$ cat config.mk
export PLATFORM = sky130hd
export DESIGN_NAME = hazard_unit_mc
export DESIGN_NICKNAME = d
export VERILOG_FILES = /design/src/rtl/hazard_unit_mc.sv
export SDC_FILE = /design/constraint.sdc
export NUM_CORES = 1
export LEC_CHECK = 0
export BUFFER_PORTS_ARGS = -buffer_cell sky130_fd_sc_hd__buf_2
export CORE_MARGIN = 8
export CORE_UTILIZATION = 35
export DETAILED_ROUTE_END_ITERATION = 16
export GPL_ROUTABILITY_DRIVEN = 0
export SLEW_MARGIN = 30
export SYNTH_ARGS = -nofsm -noshare
export SYNTH_HDL_FRONTEND = slang
export SYNTH_SLANG_ARGS = --single-unit
$ cat constraint.sdc
create_clock -name clk -period 4.51 [get_ports clk]
set_clock_uncertainty 0.05 [all_clocks]
set_input_delay 0.2255 -clock clk [delete_from_list [all_inputs] [get_ports clk]]
set_output_delay 0.2255 -clock clk [all_outputs]
set_load 0.005 [all_outputs]
$ cat src/rtl/hazard_unit_mc.sv
// Pipeline hazard unit for the 5-stage core: forwarding, load-use stalls, PC-write flushes,
// a latency sequencer for multi-cycle execute ops, and saturating stall/flush counters.
module hazard_unit_mc #(
  parameter int REG_AW = 4,
  parameter int MC_LAT = 4,
  parameter int CNT_W  = 16
) (
  input  logic              clk,
  input  logic              reset,
  input  logic [REG_AW-1:0] RA1D,
  input  logic [REG_AW-1:0] RA2D,
  input  logic [REG_AW-1:0] RA1E,
  input  logic [REG_AW-1:0] RA2E,
  input  logic [REG_AW-1:0] WA3E,
  input  logic [REG_AW-1:0] WA3M,
  input  logic [REG_AW-1:0] WA3W,
  input  logic              RegWriteE,
  input  logic              RegWriteM,
  input  logic              RegWriteW,
  input  logic              MemtoRegE,
  input  logic              BranchTakenE,
  input  logic              PCSrcD,
  input  logic              PCSrcE,
  input  logic              PCSrcM,
  input  logic              PCSrcW,
  input  logic              MultiCycleE,
  input  logic              CntClr,
  output logic [1:0]        ForwardAE,
  output logic [1:0]        ForwardBE,
  output logic              StallF,
  output logic              StallD,
  output logic              StallE,
  output logic              FlushD,
  output logic              FlushE,
  output logic              FlushM,
  output logic              McBusy,
  output logic              McDone,
  output logic [CNT_W-1:0]  StallCnt,
  output logic [CNT_W-1:0]  FlushCnt
);

  if (MC_LAT < 2 || MC_LAT > 255) begin : g_bad_lat
    $error("hazard_unit_mc: MC_LAT must lie in 2..255");
  end

  typedef enum logic {IDLE, BUSY} mc_state_e;

  localparam logic [7:0] McInit = 8'(MC_LAT - 2);

  mc_state_e        state_q;
  logic [7:0]       cnt_q;
  logic [CNT_W-1:0] stallCnt_q, stallCnt_d;
  logic [CNT_W-1:0] flushCnt_q, flushCnt_d;
  logic             ldrStall;
  logic             pcWrPend;
  logic             mcStall;

  // M-stage result is younger than W, so it wins when both match.
  always_comb begin
    ForwardAE = 2'b00;
    if (RegWriteM && (RA1E == WA3M))      ForwardAE = 2'b10;
    else if (RegWriteW && (RA1E == WA3W)) ForwardAE = 2'b01;
    ForwardBE = 2'b00;
    if (RegWriteM && (RA2E == WA3M))      ForwardBE = 2'b10;
    else if (RegWriteW && (RA2E == WA3W)) ForwardBE = 2'b01;
  end

  assign ldrStall = MemtoRegE && RegWriteE && ((RA1D == WA3E) || (RA2D == WA3E));
  assign pcWrPend = PCSrcD || PCSrcE || PCSrcM;
  assign mcStall  = ((state_q == IDLE) && MultiCycleE && !BranchTakenE)
                 || ((state_q == BUSY) && (cnt_q != 8'd0));

  // A frozen E stage must keep its op, so flushes yield to the multi-cycle stall.
  assign StallF = ldrStall || pcWrPend || mcStall;
  assign StallD = ldrStall || mcStall;
  assign StallE = mcStall;
  assign FlushD = (pcWrPend || PCSrcW || BranchTakenE) && !mcStall;
  assign FlushE = (ldrStall || BranchTakenE) && !mcStall;
  assign FlushM = mcStall;
  assign McBusy = mcStall;
  assign McDone = (state_q == BUSY) && (cnt_q == 8'd0);

  always_ff @(posedge clk or negedge reset) begin
    if (!reset) begin
      state_q <= IDLE;
      cnt_q   <= 8'd0;
    end else begin
      case (state_q)
        IDLE: begin
          if (MultiCycleE && !BranchTakenE) begin
            state_q <= BUSY;
            cnt_q   <= McInit;
          end
        end
        BUSY: begin
          if (cnt_q != 8'd0) cnt_q <= cnt_q - 8'd1;
          else               state_q <= IDLE;
        end
        default: begin
          state_q <= IDLE;
          cnt_q   <= 8'd0;
        end
      endcase
    end
  end

  always_comb begin
    stallCnt_d = stallCnt_q;
    flushCnt_d = flushCnt_q;
    if (CntClr) begin
      stallCnt_d = '0;
      flushCnt_d = '0;
    end else begin
      if (StallF && (stallCnt_q != '1)) stallCnt_d = stallCnt_q + 1'b1;
      if ((FlushD || FlushE || FlushM) && (flushCnt_q != '1)) flushCnt_d = flushCnt_q + 1'b1;
    end
  end

  always_ff @(posedge clk or negedge reset) begin
    if (!reset) begin
      stallCnt_q <= '0;
      flushCnt_q <= '0;
    end else begin
      stallCnt_q <= stallCnt_d;
      flushCnt_q <= flushCnt_d;
    end
  end

  assign StallCnt = stallCnt_q;
  assign FlushCnt = flushCnt_q;

endmodule
Yosys cells after proc, flatten, opt, wreduce, memory -nomap -nowiden
Cells that the tools add are included.

Word-level logic and storage cells: 66. Output and inout port bits: 44. Input port bits: 41. Bits in registers: 41.

Eq/ne operators: 10. Reductions and logical operators: 34. $add $sub $neg: 3. Bitwise gates (word level): 1. Mux-type cells: 14.

Operators by type and width (number): $mux 16 (4); $add 16x1->16 const B (2); $ne 16x16->1 const B (2); $eq 4x4->1 (6); $mux 8 (2); $pmux 8 s2 (1); $logic_and 1x1->1 (15); $logic_or 1x1->1 (12); $logic_not 8->1 (1); $reduce_bool 8->1 (1); $sub 8x1->8 const B (1); $mux 1 (4); $mux 2 (2); $ne 2x1->1 const B (2); $reduce_bool 2->1 (2); $logic_not 1->1 (2); $pmux 1 s2 (1); $reduce_and 2->1 (1); $not 1->1 (1).

Depth between registers and ports, before layout
Depth in word-level cells: 11. Gate-level depth with buffers: 12. Depth with buffers taken out: 9.

Least setup slack after synthesis
No wires, ideal clock.

Kind: reg2reg. Start: register cnt_q[0]. End: register stallCnt_q[15], in the netlist StallCnt[15]. Clock period less this slack: 2283 ps. Buffers on the path: 2. Required time: 4335 ps. Slack: 2227 ps. Library setup time: 125 ps. Arrival time: 2108 ps. Cell stages (with the launch flop): 12. Path through: dfrtp_1 inv_1 ha_1 nor4bb_1 a22o_4 inv_4 or2_1 buf_6 o21ai_4 buf_6 nor4_2 mux2_4.

Longest elaborated chain between the ends: 6.

RTL lines: start, declared (line 51) `logic [7:0] cnt_q;`; start signal, assigned (line 92) `cnt_q <= McInit;`; start signal, assigned (line 96) `if (cnt_q != 8'd0) cnt_q <= cnt_q - 8'd1;`; $reduce_bool 8->1 (line 71) `|| ((state_q == BUSY) && (cnt_q != 8'd0));`; $logic_and 1x1->1 (line 71); $logic_or 1x1->1 (line 71); named net FlushM (line 35) `output logic FlushM,`; $logic_or 1x1->1 (line 74) `assign StallF = ldrStall || pcWrPend || mcStall;`; $logic_and 1x1->1 (line 114) `if (StallF && (stallCnt_q != '1)) stallCnt_d = stallCnt_q + 1'b1;`; $reduce_bool 2->1 (no line); end signal, assigned (line 124) `stallCnt_q <= stallCnt_d;`; end, declared (line 52) `logic [CNT_W-1:0] stallCnt_q, stallCnt_d;`.

The timed path passes the listed nets, and every way through them passes these cells. A chain may end at the register's enable or synchronous reset.

Worst setup path after layout
Start: register cnt_q[0]. End: output port StallF.

Longest elaborated chain between the ends: 4.

RTL lines: $reduce_bool 8->1 (line 71); $logic_and 1x1->1 (line 71); $logic_or 1x1->1 (line 71); $logic_or 1x1->1 (line 74); end, declared (line 30) `output logic StallF,`.

No other way between the ends.

==> flow_summary.yaml <==
run_status:
  outcome: "completed"
worst_setup_path:
  critPathMaxStageDelay_ns: 0.40
  cp.depth: 8
  r2r_start: "cnt_q[0]"
  path_cells: "inv_1 > ha_1 > nor4bb_1 > a22o_4 > inv_4 > or2_1 > or2_2 > buf_2"
  r2r-end: "StallCnt[15]"
  rr_worst_depth: 9
  critPathBufInv: 3
  crit_type: "flop to output port"
  start_kind: "flop"
  slowest_stage: "dfrtp_1"
  critical_path_required_ns: 4.23
  crit_family: "simple AND/OR/NAND/NOR gates"
  critical_path.max_fanout: 8
  critical_path_arrival_ns: 2.34
  critPathCaptureType: "output port"
  r2r_setup_slack_ns: 1.90
route:
  top_layer: "met4"
  ant_nets: 0
  drt-pass1-iter-count: 4
  vias: 2320
  dr_wl_met3_um: 342
  detail_route.wl_per_cell_um: 14.1
  viasPerCell: 5.01
  wl_met1_um: 2750
  drc: 0
  drtIter0Drc: 71
  met2_length_um: 3370
  wl_um: 6540
timing:
  min_period_over_period_pct: 57.9
  finalHoldViolations: 0
  timing.hold.ws_ns: 0.373
  slew_viol_final: 0
  setup_ws_ns: 1.90
  tns_ns: 0
  rsz0062_at_grt: "false"
  min_period_ns: 2.61
  max_slew.worst_pin.slew_ns: 0.871
  max_slew_margin_pct: 41.5
  max_freq_mhz: 383
  setup_violations: 0
yosys:
  synth_cells: 281
  syn_area_um2: 2560
  yosysSeqAreaShare_pct: 40.1
  synth_top_area_share_pct: 40.1
  synth_top_cell_by_area: "dfrtp_1"
  synthTopCellsByArea: "dfrtp_1 40%, xor2_1 7.2%, nor2_1 5.4%, xnor2_1 5.1%, a21oi_1 3.1%"
  synthDistinctLibCells: 45
  syn-num-nets: 326
  avgSynthCellArea_um2: 9.11
  synth-main-ff-cell: "dfrtp_1"
  ys_ff_latch: 41
  synth-edff-count: 0
  synth_common_cells: "41 x dfrtp_1, 37 x nor2_1, 21 x xor2_1, 17 x nand2_1, 16 x a21oi_1"
  synth.most_common_cell: "dfrtp_1"
  yosys_warnings: 0
  async_flop_share_pct: 100
die:
  io_pins: 85
  num_rows: 31
  start_util_pct: 35.7
  die_w_um: 102
  dieArea_um2: 10300
  design.core.area_um2: 7180
  die_height_um: 102
cells_and_area:
  fill_cells: 731
  layout.nets: 408
  drive_gt1_share_pct: 28.3
  diodes: 0
  syn_to_final_growth_pct: 23.6
clock_network:
  clk_root_buffer_cell: "clkbuf_8"
  cts.reportedPaths.clkPinSlew_ns: 0.07
  cts_num_sinks: 41
  htree_levels: 2
  tritoncts: "done"
  clk_latency_ns: 0.28
  clockBufferDepth: 2
  cts-buffers-inserted: 5
grt:
  antenna_found_initial: 0
  grt_max_degree: 42
  grt_util_all_layers_pct: 13.0
  grt_pass1_wl_um: 10900
  grt.overflow.total: 0
  grt_pass1_vias: 2265
worst_hold_path:
  worst_hold_startpoint: "MultiCycleE"
  hold_depth: 4
  hold_end: "state_q"
  hp-class: "primary input to flop"
pwr:
  vdd_drop_max_uv: 122
  switching_share_pct: 30.6
  p_clk_share_pct: 29.1
  p_seq_share_pct: 45.2
  power.leakage_nw: 1.47
  total_power_mw: 1.04
  power_density_nw_per_um2: 329
  power_frac_comb_pct: 25.7
  switching_power_mw: 0.319
  intPower_mw: 0.723
place:
  dp_slack_ns: 1.91
  dp_hpwl_um: 5000
  portBuffers: 84
run:
  drv_cap: 0
-- cell usage in the layout, fill, tap and decap left out, types with 2 or more instances in the layout --
cell type and n:
buf_4 2, or3_1 10, buf_2 83, mux2_2 3, or4_1 6, clkbuf_8 6, o2111ai_1 2, nand2b_1 2
xnor2_1 15, xor2_1 21, nand3_1 13, ha_1 4, o21ai_1 6, and4_1 5, inv_1 11, o21ai_0 7
nor4_1 3, nand2_1 17, nor2b_1 5, nor2_1 37, nand4_1 9, nor3_1 3, mux2i_1 2, and3_1 5
o211ai_1 6, dfrtp_1 41, a21oi_1 16, o31ai_1 6
-- through the flow --
stage / util (%) / instance area, um2 / cells
after floorplan: - / 2560 / 281
after global placement: 42.3 / 3040 / 454
after detailed placement: 42.3 / 3040 / 454
after CTS: 43.9 / 3150 / 462
after global routing: 44.1 / 3170 / 463
final: 44.1 / 3170 / 463
-- power by group through the flow --
stage | combinational, mW | clock (mW) | sequential, mW
after floorplan | 0.193 | 0 | 0.467
after global placement | 0.265 | 0 | 0.475
after detailed placement | 0.272 | 0 | 0.478
after CTS | 0.273 | 0.312 | 0.471
after global routing | 0.305 | 0.329 | 0.480
final | 0.268 | 0.303 | 0.471
-- kinds of logic after synthesis --
group	count (synthesis)	synth area share (%)
simple gates	122	25.6
compound gates	49	12.5
flops	41	40.1
xor+xnor	36	12.3
buf+inv	23	4.84
mux	6	2.69
fa+ha+maj	4	1.95
-- layout make-up --
| cell class | count | area (um2) | share of cell area [%] |
|---|---|---|---|
| multi-input combinational | 217 | 1410 | 44.6 |
| tap | 99 | 124 | 3.91 |
| inverter | 12 | 47.5 | 1.50 |
| timing repair buffer | 86 | 440 | 13.9 |
| clock buffer | 7 | 86.3 | 2.73 |
| clock inverter | 1 | 30.0 | 0.949 |
| sequential | 41 | 1030 | 32.4 |
-- worst register-to-register path, cell delays in order (launching register included) --
cell      delay, ns
dfrtp_1        0.40
inv_1          0.08
ha_1           0.16
nor4bb_1       0.35
a22o_4         0.22
inv_4          0.06
or2_1          0.31
o21ai_4        0.45
nor4_2         0.11
mux2_4         0.31
-- how the worst max path moves through the flow --
| stage | endpoint | slack (ns) | startpoint |
|---|---|---|---|
| after detailed placement | StallCnt[15] | 1.91 | cnt_q[0] |
| after floorplan | StallCnt[15] | 2.23 | cnt_q[0] |
| final | StallF | 1.90 | cnt_q[0] |
| after global placement | StallCnt[15] | 2.00 | cnt_q[0] |
| after global routing | FlushCnt[14] | 1.66 | cnt_q[0] |
| after CTS | StallF | 1.88 | cnt_q[0] |
-- per-layer routing --
layer	vias up	GRT usage, %
li1	1161	-
met1	1105	15.1
met2	50	23.2
met3	4	3.16
met4	0	3.55
met5	-	0
-- sequential cells by signal (all words and copies together) (netlist names) --
| name | count |
|---|---|
| cnt_q | 8 |
| state_q | 1 |
| StallCnt | 16 |
| FlushCnt | 16 |
-- timing repair --
item / 4_1_cts / 5_1_grt
endpoints found under the hold margin: 0 / 41
buffers inserted: 0 / 0
resized for setup: 0 / 0
hold buffers: 0 / 1
(Power assumes the default switching activity.)
